<file path="src/rtl/core_arb_pkg.sv">
// Shared types and constants for the core pipeline arbiter.
package core_arb_pkg;

  localparam int PIPE_LAT  = 20;
  localparam int TAG_DEPTH = PIPE_LAT + 1;
  // Wide enough for the largest supported requester count (8).
  localparam int TAG_ID_W  = 3;

  typedef enum logic [1:0] {
    RUN    = 2'd0,
    DRAIN  = 2'd1,
    HALTED = 2'd2
  } arb_state_t;

  typedef struct packed {
    logic                valid;
    logic [TAG_ID_W-1:0] id;
  } tag_t;

endpackage

</file>
<file path="src/rtl/core_arb_rr.sv">
// Round-robin picker: first eligible index at or after ptr, wrapping modulo N.
module core_arb_rr
  import core_arb_pkg::*;
#(
  parameter int N  = 4,
  parameter int IW = 2
) (
  input  logic [N-1:0]  elig,
  input  logic [IW-1:0] ptr,
  output logic [N-1:0]  gnt,
  output logic [IW-1:0] idx,
  output logic          any
);

  logic [IW:0]   pos_s;
  logic [IW-1:0] cand_s;

  // Scan from the farthest offset down so the nearest eligible index wins.
  always_comb begin
    gnt    = {N{1'b0}};
    idx    = {IW{1'b0}};
    any    = 1'b0;
    pos_s  = {(IW+1){1'b0}};
    cand_s = {IW{1'b0}};
    for (int k = N - 1; k >= 0; k--) begin
      pos_s = {1'b0, ptr} + (IW+1)'(k);
      if (pos_s >= (IW+1)'(N)) begin
        pos_s = pos_s - (IW+1)'(N);
      end else begin
        pos_s = pos_s;
      end
      cand_s = pos_s[IW-1:0];
      if (elig[cand_s]) begin
        gnt         = {N{1'b0}};
        gnt[cand_s] = 1'b1;
        idx         = cand_s;
        any         = 1'b1;
      end else begin
        any = any;
      end
    end
  end

endmodule

</file>
<file path="src/rtl/core_arbiter.sv">
// Shares the 20-stage core between NUM_REQ requesters with round-robin grant,
// a tag pipeline aligned to the core latency, and a hold/drain/halt controller.
module core_arbiter
  import core_arb_pkg::*;
#(
  parameter  int NUM_REQ = 4,
  parameter  int DATA_W  = 32,
  parameter  int MAX_OUT = 8,
  localparam int ID_W    = (NUM_REQ > 1) ? $clog2(NUM_REQ) : 1
) (
  input  logic                      clk,
  input  logic                      rst_n,
  input  logic [NUM_REQ-1:0]        req_valid,
  output logic [NUM_REQ-1:0]        req_ready,
  input  logic [NUM_REQ*DATA_W-1:0] req_data,
  output logic [DATA_W-1:0]         core_data_in,
  input  logic [DATA_W-1:0]         core_data_out,
  output logic                      rsp_valid,
  output logic [ID_W-1:0]           rsp_id,
  output logic [DATA_W-1:0]         rsp_data,
  input  logic                      hold,
  output logic                      halted,
  output logic                      busy
);

  localparam int CNT_W = $clog2(MAX_OUT + 1);
  localparam int INF_W = $clog2(TAG_DEPTH + 1);

  arb_state_t        state_q, state_d;
  logic [ID_W-1:0]   rr_ptr_q, rr_ptr_d;
  logic [CNT_W-1:0]  cnt_q [NUM_REQ];
  logic [CNT_W-1:0]  cnt_d [NUM_REQ];
  logic [INF_W-1:0]  inflight_q, inflight_d;
  tag_t              tag_q [TAG_DEPTH];
  tag_t              tag_d [TAG_DEPTH];
  logic [DATA_W-1:0] core_data_in_q, core_data_in_d;
  logic              rsp_valid_q, rsp_valid_d;
  logic [ID_W-1:0]   rsp_id_q, rsp_id_d;
  logic [DATA_W-1:0] rsp_data_q, rsp_data_d;
  logic              halted_q, busy_q;

  logic [NUM_REQ-1:0] elig_s, gnt_s;
  logic [ID_W-1:0]    win_idx_s;
  logic               any_s, accept_s, rsp_fire_s;
  logic [DATA_W-1:0]  win_data_s;

  always_comb begin
    for (int i = 0; i < NUM_REQ; i++) begin
      elig_s[i] = req_valid[i] && (cnt_q[i] < CNT_W'(MAX_OUT)) && (state_q == RUN);
    end
  end

  core_arb_rr #(.N(NUM_REQ), .IW(ID_W)) u_rr (
    .elig (elig_s),
    .ptr  (rr_ptr_q),
    .gnt  (gnt_s),
    .idx  (win_idx_s),
    .any  (any_s)
  );

  assign req_ready  = rst_n ? gnt_s : {NUM_REQ{1'b0}};
  assign accept_s   = rst_n && any_s;
  assign rsp_fire_s = tag_q[TAG_DEPTH-1].valid;

  always_comb begin
    win_data_s = {DATA_W{1'b0}};
    for (int i = 0; i < NUM_REQ; i++) begin
      if (gnt_s[i]) begin
        win_data_s = req_data[i*DATA_W +: DATA_W];
      end else begin
        win_data_s = win_data_s;
      end
    end
  end

  always_comb begin
    core_data_in_d = accept_s ? win_data_s : core_data_in_q;
    if (accept_s) begin
      rr_ptr_d = (win_idx_s == ID_W'(NUM_REQ - 1)) ? {ID_W{1'b0}} : win_idx_s + ID_W'(1);
    end else begin
      rr_ptr_d = rr_ptr_q;
    end
    tag_d[0] = accept_s ? '{valid: 1'b1, id: TAG_ID_W'(win_idx_s)}
                        : '{valid: 1'b0, id: {TAG_ID_W{1'b0}}};
    for (int k = 1; k < TAG_DEPTH; k++) begin
      tag_d[k] = tag_q[k-1];
    end
    rsp_valid_d = rsp_fire_s;
    rsp_id_d    = rsp_fire_s ? tag_q[TAG_DEPTH-1].id[ID_W-1:0] : rsp_id_q;
    rsp_data_d  = rsp_fire_s ? core_data_out : rsp_data_q;
  end

  // A simultaneous accept and response for the same owner cancel out.
  always_comb begin
    for (int i = 0; i < NUM_REQ; i++) begin
      if (accept_s && (win_idx_s == ID_W'(i)) &&
          !(rsp_fire_s && (tag_q[TAG_DEPTH-1].id == TAG_ID_W'(i)))) begin
        cnt_d[i] = (cnt_q[i] < CNT_W'(MAX_OUT)) ? cnt_q[i] + CNT_W'(1) : cnt_q[i];
      end else if (rsp_fire_s && (tag_q[TAG_DEPTH-1].id == TAG_ID_W'(i)) &&
                   !(accept_s && (win_idx_s == ID_W'(i))) && (cnt_q[i] != {CNT_W{1'b0}})) begin
        cnt_d[i] = cnt_q[i] - CNT_W'(1);
      end else begin
        cnt_d[i] = cnt_q[i];
      end
    end
    if (accept_s && !(rsp_fire_s && (inflight_q != {INF_W{1'b0}}))) begin
      inflight_d = inflight_q + INF_W'(1);
    end else if (!accept_s && rsp_fire_s && (inflight_q != {INF_W{1'b0}})) begin
      inflight_d = inflight_q - INF_W'(1);
    end else begin
      inflight_d = inflight_q;
    end
  end

  always_comb begin
    state_d = state_q;
    case (state_q)
      RUN: begin
        state_d = hold ? DRAIN : RUN;
      end
      DRAIN: begin
        if (!hold) begin
          state_d = RUN;
        end else if ((inflight_q == {INF_W{1'b0}}) && !rsp_fire_s) begin
          state_d = HALTED;
        end else begin
          state_d = DRAIN;
        end
      end
      HALTED: begin
        state_d = hold ? HALTED : RUN;
      end
      default: begin
        state_d = RUN;
      end
    endcase
  end

  always_ff @(posedge clk) begin
    if (!rst_n) begin
      state_q        <= RUN;
      rr_ptr_q       <= {ID_W{1'b0}};
      inflight_q     <= {INF_W{1'b0}};
      core_data_in_q <= {DATA_W{1'b0}};
      rsp_valid_q    <= 1'b0;
      rsp_id_q       <= {ID_W{1'b0}};
      rsp_data_q     <= {DATA_W{1'b0}};
      halted_q       <= 1'b0;
      busy_q         <= 1'b0;
      for (int i = 0; i < NUM_REQ; i++) begin
        cnt_q[i] <= {CNT_W{1'b0}};
      end
      for (int k = 0; k < TAG_DEPTH; k++) begin
        tag_q[k] <= '{valid: 1'b0, id: {TAG_ID_W{1'b0}}};
      end
    end else begin
      state_q        <= state_d;
      rr_ptr_q       <= rr_ptr_d;
      inflight_q     <= inflight_d;
      core_data_in_q <= core_data_in_d;
      rsp_valid_q    <= rsp_valid_d;
      rsp_id_q       <= rsp_id_d;
      rsp_data_q     <= rsp_data_d;
      halted_q       <= (state_d == HALTED);
      busy_q         <= (inflight_d != {INF_W{1'b0}});
      for (int i = 0; i < NUM_REQ; i++) begin
        cnt_q[i] <= cnt_d[i];
      end
      for (int k = 0; k < TAG_DEPTH; k++) begin
        tag_q[k] <= tag_d[k];
      end
    end
  end

  assign core_data_in = core_data_in_q;
  assign rsp_valid    = rsp_valid_q;
  assign rsp_id       = rsp_id_q;
  assign rsp_data     = rsp_data_q;
  assign halted       = halted_q;
  assign busy         = busy_q;

endmodule

</file>
<file path="config.mk">
export PLATFORM = sky130hd
export DESIGN_NAME = core_arbiter
export DESIGN_NICKNAME = d
export VERILOG_FILES = /design/src/rtl/core_arb_pkg.sv /design/src/rtl/core_arb_rr.sv /design/src/rtl/core_arbiter.sv
export SDC_FILE = /design/constraint.sdc
export NUM_CORES = 1
export LEC_CHECK = 0
export CAP_MARGIN = 25
export CORE_MARGIN = 2
export CORE_UTILIZATION = 40
export DETAILED_ROUTE_END_ITERATION = 16
export GPL_ROUTABILITY_DRIVEN = 0
export PLACE_DENSITY = 0.73
export SLEW_MARGIN = 20
export SYNTH_ARGS = -nofsm -noshare
export SYNTH_HDL_FRONTEND = slang
export SYNTH_SLANG_ARGS = --single-unit
</file>
<file path="constraint.sdc">
create_clock -name clk -period 4.1 [get_ports clk]
set_input_delay 1.025 -clock clk [delete_from_list [all_inputs] [get_ports clk]]
set_output_delay 1.025 -clock clk [all_outputs]
set_load 0.03 [all_outputs]
</file>
Word level (Yosys, flattened, before mapping)
Memory sizes are Yosys's and may differ from the RTL's.
Index checks and enable logic that the tools add are counted.
Storage, ports and cells
  output and inout port bits: 73
  register bits: 78
  word-level logic and storage cells: 223
  memories: 2
  input port bits: 167
  RAM bits: 100
Cells by class
  magnitude comparators: 16
  equal/unequal tests: 9
  muxes and demuxes: 85
  add/sub/neg operators: 18
  reductions and logical operators: 59
  bitwise operators: 25
Memories
  tag_q: words 21, bits a word 4, read ports 21, clocked after Yosys merged registers in 0, wr ports 21, RTL line core_arbiter.sv:34  | tag_t tag_q [TAG_DEPTH];
  cnt_q: words 4, bits a word 4, read ports 4, clocked after Yosys merged registers in 0, wr ports 4, RTL line core_arbiter.sv:31  | logic [CNT_W-1:0] cnt_q [NUM_REQ];
Operator list (count)
  2-to-1 mux 4 bit: 43
  2-to-1 mux 32 bit: 4
  logical AND 1 bit: 38
  OR 1 bit: 25
  2-to-1 mux 2 bit: 12
  adder 4 x 1 -> 4 bit, second input constant: 4
  less-than comparator 4 bit, second input constant: 4
  nonzero test 4 bit: 4
  subtractor 4 x 1 -> 4 bit, second input constant: 4
  2-to-1 mux 1 bit: 15
  less-than comparator 2 x 3 -> 1 bit, second input constant: 4
  logical NOT 1 bit: 11
  2-to-1 mux 5 bit: 2
  nonzero test 5 bit: 2
  >= comparator 3 bit, second input constant: 3
  binary-select mux 1 bit (select 2 bit): 4
  demux 1 bit (select 2 bit): 4
  == test 2 bit, second input constant: 4
  >= comparator 2 x 1 -> 1 bit, second input constant: 4
  subtractor 2 x 1 -> 2 bit, second input constant: 4
  adder 2 x 2 -> 3 bit, second input constant: 2
  == test 3 x 2 -> 1 bit, second input constant: 2
  case mux 2 bit (3 select lines): 1
  adder 5 x 1 -> 5 bit, second input constant: 1
  9 further kinds: 11

Longest topological paths before layout
An unclocked memory read counts as a cell.
  depth in word-level cells: 18
  depth in mapped cells: 17
  gate-level depth less buffers: 15

Cells and area by module
From an unflattened synthesis, not the netlist that was laid out.
Second synthesis, totals
  cells, all modules: 777
  area, all modules: 7247.0 um2
By module, submodules not included
  core_arbiter: seq. area each 3143.0 um2, instances 1, area each 6563.8 um2, cells each 692
  core_arb_rr: seq. area each 0.0 um2, instances 1, area each 683.2 um2, cells each 85

Worst setup path before layout
No wires, ideal clock.
  kind: input-to-output
  from: in req_valid[3]
  to: out req_ready[1]
  required time: 3075 ps
  path buffers: 3
  arrival: 3445 ps
  stages: 9
  setup slack: -370 ps
  cell sequence: or4b_1 clkbuf_1 or3_1 nand3_1 a41o_1 a221o_1 buf_2 clkbuf_1 nor3b_1
On the way
  longest elaborated chain between the ends: 9
  elaborated cells on any way between the ends: 15
  classes of those cells: mux: 13; reduce/logical: 2
RTL lines
  start: declaration: RTL line core_arbiter.sv:13  | input logic [NUM_REQ-1:0] req_valid,
  logical AND 1 bit * (2 in series): RTL line core_arbiter.sv:49  | elig_s[i] = req_valid[i] && (cnt_q[i] < CNT_W'(MAX_OUT)) && (state_q == RUN);
  binary-select mux 1 bit (select 2 bit): RTL line core_arb_rr.sv:33  | if (elig[cand_s]) begin
  2-to-1 mux 1 bit (not written as such): RTL line core_arb_rr.sv:33
  2-to-1 mux 4 bit (3 in series): RTL line core_arb_rr.sv:33
  2-to-1 mux 4 bit *: RTL line core_arb_rr.sv:33
  2-to-1 mux 4 bit *: RTL line core_arbiter.sv:61  | assign req_ready = rst_n ? gnt_s : {NUM_REQ{1'b0}};
  end: declaration: RTL line core_arbiter.sv:14  | output logic [NUM_REQ-1:0] req_ready,
Mark *: on every way between the ends. The rest lies on a longest branch, timed or not. The select of a mux whose other input is x is not followed.

Final worst setup path
  from: in req_valid[2]
  to: out req_ready[1]
Same word-level chain as after synthesis.

==> implementation parameters <==
Parameter                              Value

Logic synthesis
  Synth Warn #    0
  Number of flip-flops and latches in the synthesized netlist    157
  Library cells used by synthesis    61
  Top cells by area in the synthesized netlist    sky130_fd_sc_hd__dfxtp_1 (42%), sky130_fd_sc_hd__a21oi_1 (7.6%), sky130_fd_sc_hd__and2_1 (5.4%)
  Fraction of post-synthesis cell area in the top cell type by area    0.417
  Synth async-reset ratio    0
  Synthesized instance count    814
  Most common flop cell mapped by yosys    sky130_fd_sc_hd__dfxtp_1
  Commonest cells in the synthesized netlist    sky130_fd_sc_hd__dfxtp_1 (157), sky130_fd_sc_hd__a21oi_1 (114), sky130_fd_sc_hd__nor2_1 (100)
  Leading cell type by number of instances after synthesis    sky130_fd_sc_hd__dfxtp_1
  Yosys top cell by area    sky130_fd_sc_hd__dfxtp_1
  Syn Std Cell Area    7550 µm²
  Post-Synthesis Net Count    1007
  Portion of the post-synthesis area used by sequential elements    0.417
  EDFF count, synth    0
  Average footprint of a synthesized cell    9.27 µm²

Placement
  Post-DP HPWL    15700 µm
  Port bufs    239
  Setup slack after placement    -0.464 ns
  Instance area at placement    10500 µm²

Clock tree
  Clock tree root driver cell    sky130_fd_sc_hd__clkbuf_16
  Clock insertion delay at the later pin of the skew report    0.42 ns
  CTS H-tree lvls    4
  Number of hold-repair buffers added at the cts stage    0
  Total clock sinks    157
  Clock Tree Buf Depth    2
  CTS tree    done
  CTS buffer count    17
  Clock transition time at the flip-flop clock pins of the worst setup and hold paths    0.06 ns

Timing
  Least setup slack across all paths after layout    0.0508 ns
  Worst slew margin relative to its limit    0.542
  F_max    0.247 GHz
  Clock skew    0.00955 ns
  Period Utilization, post-route    0.988
  Number of setup violations in the final report    0
  Final count of hold timing violations    0
  Worst slew pin tran    0.687 ns
  Final worst path period need    4.05 ns
  Slew Viols, Final    0

Pwr
  Maximum vdd ir drop    388 µV
  Total leakage power    0.00435 µW
  Cell Pwr Density    770 nW/µm²

GRT
  Largest net degree at the start of global routing    89
  Grt total ovfl    0
  Global-route wire length before repair    36400 µm
  Number of antenna violations at the first check in global routing    3
  Gr usage total    0.226
  Number of global-route vias before repair    7126

Routing
  First-pass detailed-route iteration total    5
  Average wire per standard cell    17.7 µm
  Count of nets left with antenna violations after detail routing    0
  Routed via count    7257
  Detailed Route Iter0 Violations    359
  Total Routed Length    23600 µm
  Detailed-route vias per instance    5.43
  Count of unresolved DRC violations after routing    0

Critical path
  Cells traversed along the worst timing path    clkbuf_2 -> or3b_4 -> a2111oi_4 -> buf_4 -> nor2_2 -> a41o_1 -> a221o_1 -> nor3b_4 -> buf_6
  Reg2Reg Capture Point    cnt_q[2][3]
  Critical path startpoint category    input port
  Number of buffers and inverters on the critical path    3
  Slowest stage cell on the critical path    sky130_fd_sc_hd__a2111oi_4
  Required arrival time at the worst endpoint    3.07 ns
  Critical path capture point type    primary output
  Worst Path Max Fanout    3
  Critical path capture point    req_ready[1]
  Largest incremental delay on the critical path    0.46 ns
  Worst reg2reg path startpoint    state_q[0]
  Setup crit start    req_valid[2]
  Number of cell instances on the worst register-to-register path    15
  Startpoint-to-endpoint class of the critical path    in -> out
  Setup slack of the most critical reg-to-reg path    0.27 ns
  Worst path top cell family by delay    compound AO/OA/AOI/OAI gates
  Arrival time reported for the critical path endpoint    3.02 ns
  Worst path depth    9

Hold path
  Hold depth    1
  Hold Crit Class    reg -> reg

Job
  # Max-Cap Violations    0

Layout
  Layout Area Growth over Synthesis    51.9%
  Final-layout fill cell count    1577
  Finished Cell Area    11500 µm²
  Proportion of layout cells with a drive suffix above 1    0.163
  Count of nets after finishing    1279

Status
  Status    complete, no violations

Floorplan
  Die outline height    141 µm
  Floorplan die area    20000 µm²
  Core Footprint    18600 µm²
  Row count    50
  Initial standard-cell utilization of the core    0.406
  Top Ports    240
  Die span in x    141 µm
==> metal layers <==
layer  vias to the layer above  wire length (µm)  track usage
met3                        52              1450       0.0422
met4                         0               817        0.113
met5                         -                 0            0
li1                       3518                 -            -
met2                       257             11600        0.385
met1                      3430              9740        0.273
==> sequential cells by signal, summed over array words and instances, names as in the netlist <==
signal,count
rsp_id,2
state_q,2
rsp_data,32
halted,1
rr_ptr_q,2
tag_q,63
rsp_valid,1
inflight_q,5
busy,1
cnt_q,16
core_data_in,32
==> metrics by stage <==
step                      utilization  setup TNS, ns  hold slack [ns]  cells  power [µW]
after floorplan                     -        -0.0655            0.412    814        5130
after global placement          0.566         -11.18            0.414   1289        6730
after detailed placement        0.566         -12.99            0.417   1289        6770
after CTS                       0.612        -0.0155            0.431   1328        8670
after global routing            0.617        -0.0688            0.443   1336        9390
final                           0.617              0            0.428   1336        8830
==> final cells by class <==
cell class | instances | area, µm² | area share
flip-flops and latches | 157 | 3140 | 0.274
clock buffers | 19 | 453 | 0.0395
repair buffers | 321 | 3060 | 0.266
inverters | 11 | 43.8 | 0.00382
multi-input cells | 578 | 4320 | 0.376
clock inverters | 13 | 153 | 0.0133
diodes | 3 | 7.51 | 0.000655
well taps | 234 | 293 | 0.0255
==> cells by family after synthesis <==
family | after synthesis | share of synthesized area
AO/OA/AOI/OAI | 218 | 0.205
flip-flops | 157 | 0.417
buffers and inverters | 79 | 0.0459
multiplexers | 45 | 0.0665
AND/OR/NAND/NOR | 273 | 0.200
adder cells (fa/ha/maj) | 26 | 0.0471
XOR/XNOR | 16 | 0.0186
==> timing repair <==
item / CTS / global route
setup endpoints to repair: 7 / 17
pin swaps: 16 / 20
setup buffers: 8 / 8
hold endpoints to repair: 0 / 0
gates resized for setup: 44 / 23
==> report_power, final <==
part	total (µW)	internal [µW]	switching (µW)
Clock	1610	944	665
Sequential	1930	1760	174
Combinational	5290	2390	2900
==> worst min path at each step <==
stage	to	start
finish	tag_q[0][17]	tag_q[0][13]
floorplan	tag_q[0][11]	tag_q[0][7]
CTS	tag_q[0][29]	tag_q[0][25]
global route	tag_q[1][1]	tag_q[0][29]
detailed placement	tag_q[0][29]	tag_q[0][25]
global placement	tag_q[1][20]	tag_q[1][16]
==> cell usage in the layout (no fill, tap or decap), types with 14 or more instances in the layout <==
| cell | synthesis | routed |
|---|---|---|
| sky130_fd_sc_hd__clkdlybuf4s50_1 | 0 | 230 |
| sky130_fd_sc_hd__clkbuf_16 | 0 | 17 |
| sky130_fd_sc_hd__nor2_1 | 100 | 97 |
| sky130_fd_sc_hd__nand2_1 | 22 | 20 |
| sky130_fd_sc_hd__nor4b_1 | 33 | 33 |
| sky130_fd_sc_hd__buf_4 | 0 | 72 |
| sky130_fd_sc_hd__o41ai_1 | 31 | 31 |
| sky130_fd_sc_hd__o221a_1 | 30 | 30 |
| sky130_fd_sc_hd__dfxtp_1 | 157 | 156 |
| sky130_fd_sc_hd__and2_1 | 65 | 64 |
| sky130_fd_sc_hd__a21oi_1 | 114 | 109 |
| sky130_fd_sc_hd__mux2i_1 | 40 | 40 |
| sky130_fd_sc_hd__ha_1 | 22 | 14 |
Power figures use the tool's default switching activity.
